===== src/rtl/cdc_fifo_pkg.sv =====
// Shared helpers for both halves of the gray-pointer asynchronous FIFO.
// Pointers up to 32 bits wide are handled; callers zero-extend in and size-cast out.
package cdc_fifo_pkg;

    localparam int MaxPtrWidth = 32;

    function automatic logic [MaxPtrWidth-1:0] bin2gray(input logic [MaxPtrWidth-1:0] bin);
        return bin ^ (bin >> 1);
    endfunction

    function automatic logic [MaxPtrWidth-1:0] gray2bin(input logic [MaxPtrWidth-1:0] gray);
        logic [MaxPtrWidth-1:0] bin;
        bin = gray;
        for (int i = 1; i < MaxPtrWidth; i++) begin
            bin = bin ^ (gray >> i);
        end
        return bin;
    endfunction

    // Width of the flattened storage bus crossing between the two halves.
    function automatic int flat_data_width(input int data_width, input int log_depth);
        return data_width * (1 << log_depth);
    endfunction

endpackage


===== src/rtl/gray_ptr_sync.sv =====
// Multi-flop synchroniser for a gray-coded FIFO pointer; shared by both FIFO halves.
module gray_ptr_sync #(
    parameter int Width  = 4,
    parameter int Stages = 3
) (
    input  logic             clk_i,
    input  logic             rst_i,
    input  logic [Width-1:0] async_i,
    output logic [Width-1:0] sync_o
);

    logic [Width-1:0] stage_q [Stages];

    always_ff @(posedge clk_i) begin
        if (rst_i) begin
            for (int i = 0; i < Stages; i++) begin
                stage_q[i] <= '0;
            end
        end else begin
            stage_q[0] <= async_i;
            for (int i = 1; i < Stages; i++) begin
                stage_q[i] <= stage_q[i-1];
            end
        end
    end

    assign sync_o = stage_q[Stages-1];

endmodule


===== src/rtl/cdc_fifo_dst_channel.sv =====
// Read half of a gray-pointer async FIFO: syncs the write pointer, pops entries
// from the foreign storage bus into a valid/ready output register.
module cdc_fifo_dst_channel
    import cdc_fifo_pkg::*;
#(
    parameter int DataWidth  = 64,
    parameter int LogDepth   = 3,
    parameter int SyncStages = 3
) (
    input  logic                                              clk_i,
    input  logic                                              rst_i,
    input  logic [flat_data_width(DataWidth, LogDepth)-1:0]   async_data_i,
    input  logic [LogDepth:0]                                 async_wptr_i,
    output logic [LogDepth:0]                                 async_rptr_o,
    output logic [DataWidth-1:0]                              dst_data_o,
    output logic                                              dst_valid_o,
    input  logic                                              dst_ready_i,
    output logic [LogDepth:0]                                 fill_o,
    output logic                                              err_o
);

    localparam int PtrW = LogDepth + 1;
    localparam logic [PtrW-1:0] Depth = PtrW'(1 << LogDepth);

    logic [PtrW-1:0]      wptr_sync, wptr_bin;
    logic [PtrW-1:0]      rptr_bin, rptr_gray_q, rptr_next;
    logic [PtrW-1:0]      fill;
    logic [DataWidth-1:0] head_entry, out_data_q;
    logic                 out_valid_q, err_q;
    logic                 empty, load;

    gray_ptr_sync #(
        .Width  (PtrW),
        .Stages (SyncStages)
    ) u_wptr_sync (
        .clk_i   (clk_i),
        .rst_i   (rst_i),
        .async_i (async_wptr_i),
        .sync_o  (wptr_sync)
    );

    assign wptr_bin  = PtrW'(gray2bin(MaxPtrWidth'(wptr_sync)));
    assign rptr_next = rptr_bin + 1'b1;
    assign empty     = (wptr_sync == rptr_gray_q);
    assign load      = !empty && (!out_valid_q || dst_ready_i);
    assign fill      = wptr_bin - rptr_bin;

    // The addressed slot is stable once its write is visible through the synced pointer.
    assign head_entry = async_data_i[int'(rptr_bin[LogDepth-1:0]) * DataWidth +: DataWidth];

    always_ff @(posedge clk_i) begin
        if (rst_i) begin
            rptr_bin    <= '0;
            rptr_gray_q <= '0;
            out_valid_q <= 1'b0;
            out_data_q  <= '0;
            err_q       <= 1'b0;
        end else begin
            if (load) begin
                out_data_q  <= head_entry;
                out_valid_q <= 1'b1;
                rptr_bin    <= rptr_next;
                rptr_gray_q <= PtrW'(bin2gray(MaxPtrWidth'(rptr_next)));
            end else if (dst_ready_i && out_valid_q) begin
                out_valid_q <= 1'b0;
            end
            if (fill > Depth) begin
                err_q <= 1'b1;
            end
        end
    end

    assign async_rptr_o = rptr_gray_q;
    assign dst_data_o   = out_data_q;
    assign dst_valid_o  = out_valid_q;
    assign fill_o       = fill;
    assign err_o        = err_q;

endmodule


===== config.mk =====
export PLATFORM = sky130hd
export DESIGN_NAME = cdc_fifo_dst_channel
export DESIGN_NICKNAME = d
export VERILOG_FILES = /design/src/rtl/cdc_fifo_pkg.sv /design/src/rtl/gray_ptr_sync.sv /design/src/rtl/cdc_fifo_dst_channel.sv
export SDC_FILE = /design/constraint.sdc
export NUM_CORES = 1
export LEC_CHECK = 0
export CAP_MARGIN = 20
export CORE_AREA = 2 2 232 234
export DETAILED_ROUTE_END_ITERATION = 12
export DIE_AREA = 0 0 234 236
export DONT_BUFFER_PORTS = 1
export SYNTH_ARGS = -nofsm -noshare
export SYNTH_HDL_FRONTEND = slang
export SYNTH_SLANG_ARGS = --single-unit

===== constraint.sdc =====
create_clock -name clk_i -period 3.01 [get_ports clk_i]
set_input_delay 0.301 -clock clk_i [delete_from_list [all_inputs] [get_ports clk_i]]
set_output_delay 0.301 -clock clk_i [all_outputs]
set_load 0.1 [all_outputs]

# Word-level counts from Yosys, hierarchy flattened
# Memories as Yosys holds them, arrays and structs flattened.
# Index checks and enable logic that the tools add are counted.
[op_classes] addsub=2 magnitude_cmp=1 eq_ne=1 shift=1 mux=8 bitwise=7 n_reduce_logical=6
[op_table] op="512-bit by 10-bit variable part select with 64-bit output" count=1
[op_table] op="4-bit two-way mux" count=3
[op_table] op="4-bit by 3-bit XOR with 4-bit output" count=2
[op_table] op="1-bit two-way mux" count=5
[op_table] op="4-bit by 1-bit adder with 4-bit output, second input constant" count=1
[op_table] op="4-bit == test" count=1
[op_table] op="4-bit greater-than comparator, second input constant" count=1
[op_table] op="4-bit subtractor" count=1
[op_table] op="4-bit by 1-bit XOR with 4-bit output" count=1
[op_table] op="4-bit by 2-bit XOR with 4-bit output" count=1
[op_table] op="1-bit bitwise OR" count=3
[op_table] op="1-bit logical AND" count=2
[op_table] op="1-bit zero test" count=2
[op_table] op="2-bit nonzero test" count=1
[op_table] op="1-bit logical OR" count=1
[word_totals] reg_bits=74 ram_bits=12 in_bits=519 wordCells=32 mem_count=1
[memory_table] memory="u_wptr_sync.stage_q" words=3 word_bits=4 rd=3 rd_ports_with_merged_regs=0 wr=3 line_no="gray_ptr_sync.sv:12" rtl="logic [Width-1:0] stage_q [Stages];"

# Depth between registers and ports, before layout
[logic_depth] ltp_word=5 depth_mapped=9 ltp_nobuf=9

# Modules after synthesis
# A second synthesis with hierarchy kept.
[hier_totals] cells_unflattened=544 hier_area_um2=7111.8
[by_module_without_submodules] module="cdc_fifo_dst_channel" n_inst=1 cells_each=515 area_each_um2=6715.2
[by_module_without_submodules] module="gray_ptr_sync" n_inst=1 cells_each=29 area_each_um2=396.6

# Worst setup path after synthesis
# OpenSTA, ideal clock, no wires.
[synth_path] kind="reg2reg" startpoint="mem u_wptr_sync.stage_q[2][3] (netlist: u_wptr_sync.stage_q[0][11])" endpoint="reg err_q (netlist: err_o)" arrival_ps=3472 setup_slack_ps=-521 path_stages_with_launch=10 path_buffers=0 synth_period_minus_slack_ps=3531 path_cell_list="dfxtp_1 > xor2_1 > xnor2_1 > xor2_1 > ha_1 > fa_1 > xnor2_1 > nor4_1 > nor2_1 > and3b_1"
[synth_rtl] item="start: declaration" line_no="gray_ptr_sync.sv:12"
[synth_rtl] item="end signal: assignment" line_no="cdc_fifo_dst_channel.sv:57" rtl="err_q <= 1'b0;"
[synth_rtl] item="end signal: assignment" line_no="cdc_fifo_dst_channel.sv:68" rtl="err_q <= 1'b1;"
[synth_rtl] item="end: declaration" line_no="cdc_fifo_dst_channel.sv:29" rtl="logic out_valid_q, err_q;"

==> results.yml <==
route:
  drt_drc_violations_left: 0
  avgViaCountPerCell: 4.23
  detailroute.via_count: 5266
  initialDrtViolationCount: 242
  post_drt_wl_per_cell_um: 24.0
  wirelength_um: 29800
  ant_nets: 0
  first_pass_iters: 4
floorplanning:
  rows: 85
  coreArea_um2: 53100
  die_w_um: 234
  ioPinCount: 593
  die_area_um2: 55200
  start_util_pct: 13.3
  die_y_um: 236
timing:
  timing.setup.tns_ns: 0
  setup_violations: 0
  min_period_ns: 2.78
  fin_crit_sh_pct: 92.4
  relSlewSlack_pct: 28.6
  rsz0062_at_grt: "false"
  hold_viol: 0
  skew_ns: 0.0107
  final_critical_path_setup_slack_ns: 0.230
  fmax_mhz: 360
  max_slew.worst_pin.slew_ns: 1.07
  slew_violations: 0
clocking:
  cts_setup_buffers: 0
  cts_tree: "yes"
  htreeDepth: 3
  path_clk_slew_ns: 0.08
  cts_buffers: 9
  cts_root_buf: "clkbuf_16"
  worstSkewPairLatency_ns: 0.39
  clockBufferDepth: 2
  clock-sinks: 85
place:
  pre_cts_ws_ns: 0.532
  port-buffer-count: 0
  place.gp.congestion: 1.03
  dp.final_hpwl_um: 23800
  dp.cells: 1209
logic_synthesis:
  synth_edf_count: 0
  synth_ff_type: "dfxtp_1"
  synthArstFlopShare_pct: 0
  synth_area_um2: 7040
  syn_avg_cell_area_um2: 13.0
  syn_nets: 1064
  synth-seq-area-share_pct: 24.2
  synth_cell_types: 32
  synth_warnings: 0
  synth-seq-cells: 85
  netlist_instances: 540
cells_and_area:
  nNetsFinal: 1050
  stdcell_count: 1244
  ff_latch_area_um2: 1710
  final_cell_mix: "mux4_2 (128), dfxtp_1 (83), nor2_1 (66), mux2i_1 (64), a211oi_2 (50)"
  synthToLayoutAreaGrowth_pct: 18.3
  final_common_cell: "mux4_2"
  multi_input_area_um2: 5000
  num-fill-cells: 5830
  drive_gt1_share_pct: 45.0
worst_setup_path:
  timing.rr.end: "err_o$_SDFFE_PP0N_"
  worstSetupPathType: "reg2out"
  rr_worst_depth: 9
  cp_max_fo: 3
  cp.required_ns: 2.71
  critical_path_arrival_ns: 2.48
  endpoint_kind: "primary output"
  rr_startpoint: "u_wptr_sync.stage_q[0][11]$_SDFF_PP0_"
  startpoint_type: "register"
  rrSetupSlack_ns: 0.74
status:
  status: "finished, final reports clean"
grt:
  grt-ovfl-total: 0
  gr-usage-met2_pct: 16.8
  antenna_found_initial: 29
  met3_usage_pct: 4.86
  grt_use_total_pct: 10.0
  use_met1_pct: 9.90
  grt_max_degree: 85
  grt_pass1_vias: 5355
  grt_busiest_layer: "met2"
  grt_pass1_wl_um: 38000
power:
  p_per_area_nw_per_um2: 1230
  power_leakage_nw: 2.82
  p_int_mw: 4.20
  ir_worst_vdd_mv: 0.502
  power.share.clock_pct: 12.1
  swShare_pct: 59.0
  power_frac_seq_pct: 37.6
  p_comb_share_pct: 50.3
  power.switching_mw: 6.04
min_path:
  hold_path_depth: 1
  hp-class: "in2reg"
  hold_path_end: "u_wptr_sync.stage_q[0][0]$_SDFF_PP0_"
  hp-start: "async_wptr_i[0]"
flow_run:
  maxCapViolCount: 0
==> worst max path at each step <==
stage	slack, ns	to	from	depth (start not counted)
after floorplan	0.11	err_o$_SDFFE_PP0N_	u_wptr_sync.stage_q[0][11]$_SDFF_PP0_	9
after global placement	0.58	fill_o[3]	u_wptr_sync.stage_q[0][11]$_SDFF_PP0_	9
after detailed placement	0.53	fill_o[3]	u_wptr_sync.stage_q[0][11]$_SDFF_PP0_	9
after CTS	0.08	fill_o[3]	u_wptr_sync.stage_q[0][11]$_SDFF_PP0_	9
after global routing	0.04	fill_o[3]	u_wptr_sync.stage_q[0][11]$_SDFF_PP0_	9
final	0.23	fill_o[2]	u_wptr_sync.stage_q[0][11]$_SDFF_PP0_	7
==> registers in the layout, summed over array words and instances (netlist names) <==
| register | cells |
|---|---|
| err_o | 1 |
| u_wptr_sync.stage_q | 12 |
| async_rptr_o | 3 |
| rptr_bin | 4 |
| dst_valid_o | 1 |
| dst_data_o | 64 |
==> cell usage after synthesis (2+ instances only) <==
cell type / number / area (µm²)
mux4_2: 128 / 2880
dfxtp_1: 85 / 1700
nor2_1: 66 / 248
mux2i_1: 64 / 641
a211oi_2: 50 / 626
buf_2: 24 / 120
clkbuf_1: 17 / 63.8
a211oi_1: 15 / 113
nor2b_1: 13 / 81.3
buf_4: 10 / 75.1
nand2_1: 9 / 33.8
a21oi_1: 8 / 40.0
xnor2_1: 8 / 70.1
buf_6: 6 / 67.6
inv_1: 6 / 22.5
buf_1: 5 / 18.8
xor2_1: 5 / 43.8
ha_1: 4 / 50.1
nand3_1: 2 / 10.0
nor4_1: 2 / 12.5
o21ai_0: 2 / 10.0
==> layer usage <==
| layer | routed length, µm | vias to the layer above | part of all wire, % |
|---|---|---|---|
| met2 | 14500 | 471 | 49 |
| li1 | - | 2179 | - |
| met3 | 4080 | 71 | 14 |
| met5 | 104 | - | 0.35 |
| met1 | 9900 | 2529 | 33 |
| met4 | 1210 | 16 | 4.1 |
==> what timing repair did <==
item	in CTS	in global routing
setup endpoints to repair	0	2
hold buffers	2	0
resized for setup	0	3
hold endpoints to repair	84	0
==> metrics by stage <==
stage	utilization (%)	total power [mW]	hold WS, ns	instance area [µm²]
after floorplan	-	8.18	0.414	7050
after global placement	14.9	9.00	0.379	7930
after detailed placement	14.9	9.07	0.377	7930
after CTS	15.6	10.4	0.0136	8260
after global routing	15.7	10.8	0.0327	8310
final	15.7	10.2	0.0644	8320
==> cell families (layout without fill, tap and decap cells) <==
| kind of cell | Yosys count | after routing | share of synthesized area (%) |
|---|---|---|---|
| muxes | 192 | 192 | 50.1 |
| and+or+nand+nor | 97 | 97 | 5.99 |
| DFF | 85 | 85 | 24.2 |
| AOI/OAI and AO/OA | 79 | 79 | 11.7 |
| buffers and inverters | 68 | 59 | 5.23 |
| xor gates and xnor gates | 14 | 14 | 1.85 |
| adders and majority gates | 5 | 5 | 0.996 |
| other | 0 | 17 | 0 |
==> critical path: stages, from the launching register on <==
cell and delay, ns:
dfxtp_1 0.42, xor2_2 0.22, xnor2_2 0.17, xor2_1 0.12, ha_1 0.23, fa_1 0.44, xnor2_2 0.19, buf_4 0.31
==> power groups by stage <==
stage | Clock (mW) | Combinational [mW] | Sequential [mW]
floorplan | 0 | 3.60 | 4.59
global placement | 0 | 5.12 | 3.88
detailed placement | 0 | 5.19 | 3.88
CTS | 1.35 | 5.23 | 3.86
global route | 1.37 | 5.54 | 3.90
finish | 1.24 | 5.15 | 3.85
==> area by class of cell <==
| cell class | count | share of cell area, % |
|---|---|---|
| Timing Repair Buffer | 37 | 4.56 |
| Inverter | 6 | 0.301 |
| Clock inverter | 7 | 0.857 |
| Antenna cell | 17 | 0.511 |
| Sequential cell | 85 | 20.5 |
| Tap cell | 696 | 10.5 |
| Clock buffer | 9 | 2.71 |
| Multi-Input combinational cell | 387 | 60.1 |
(Power assumes the default switching activity.)
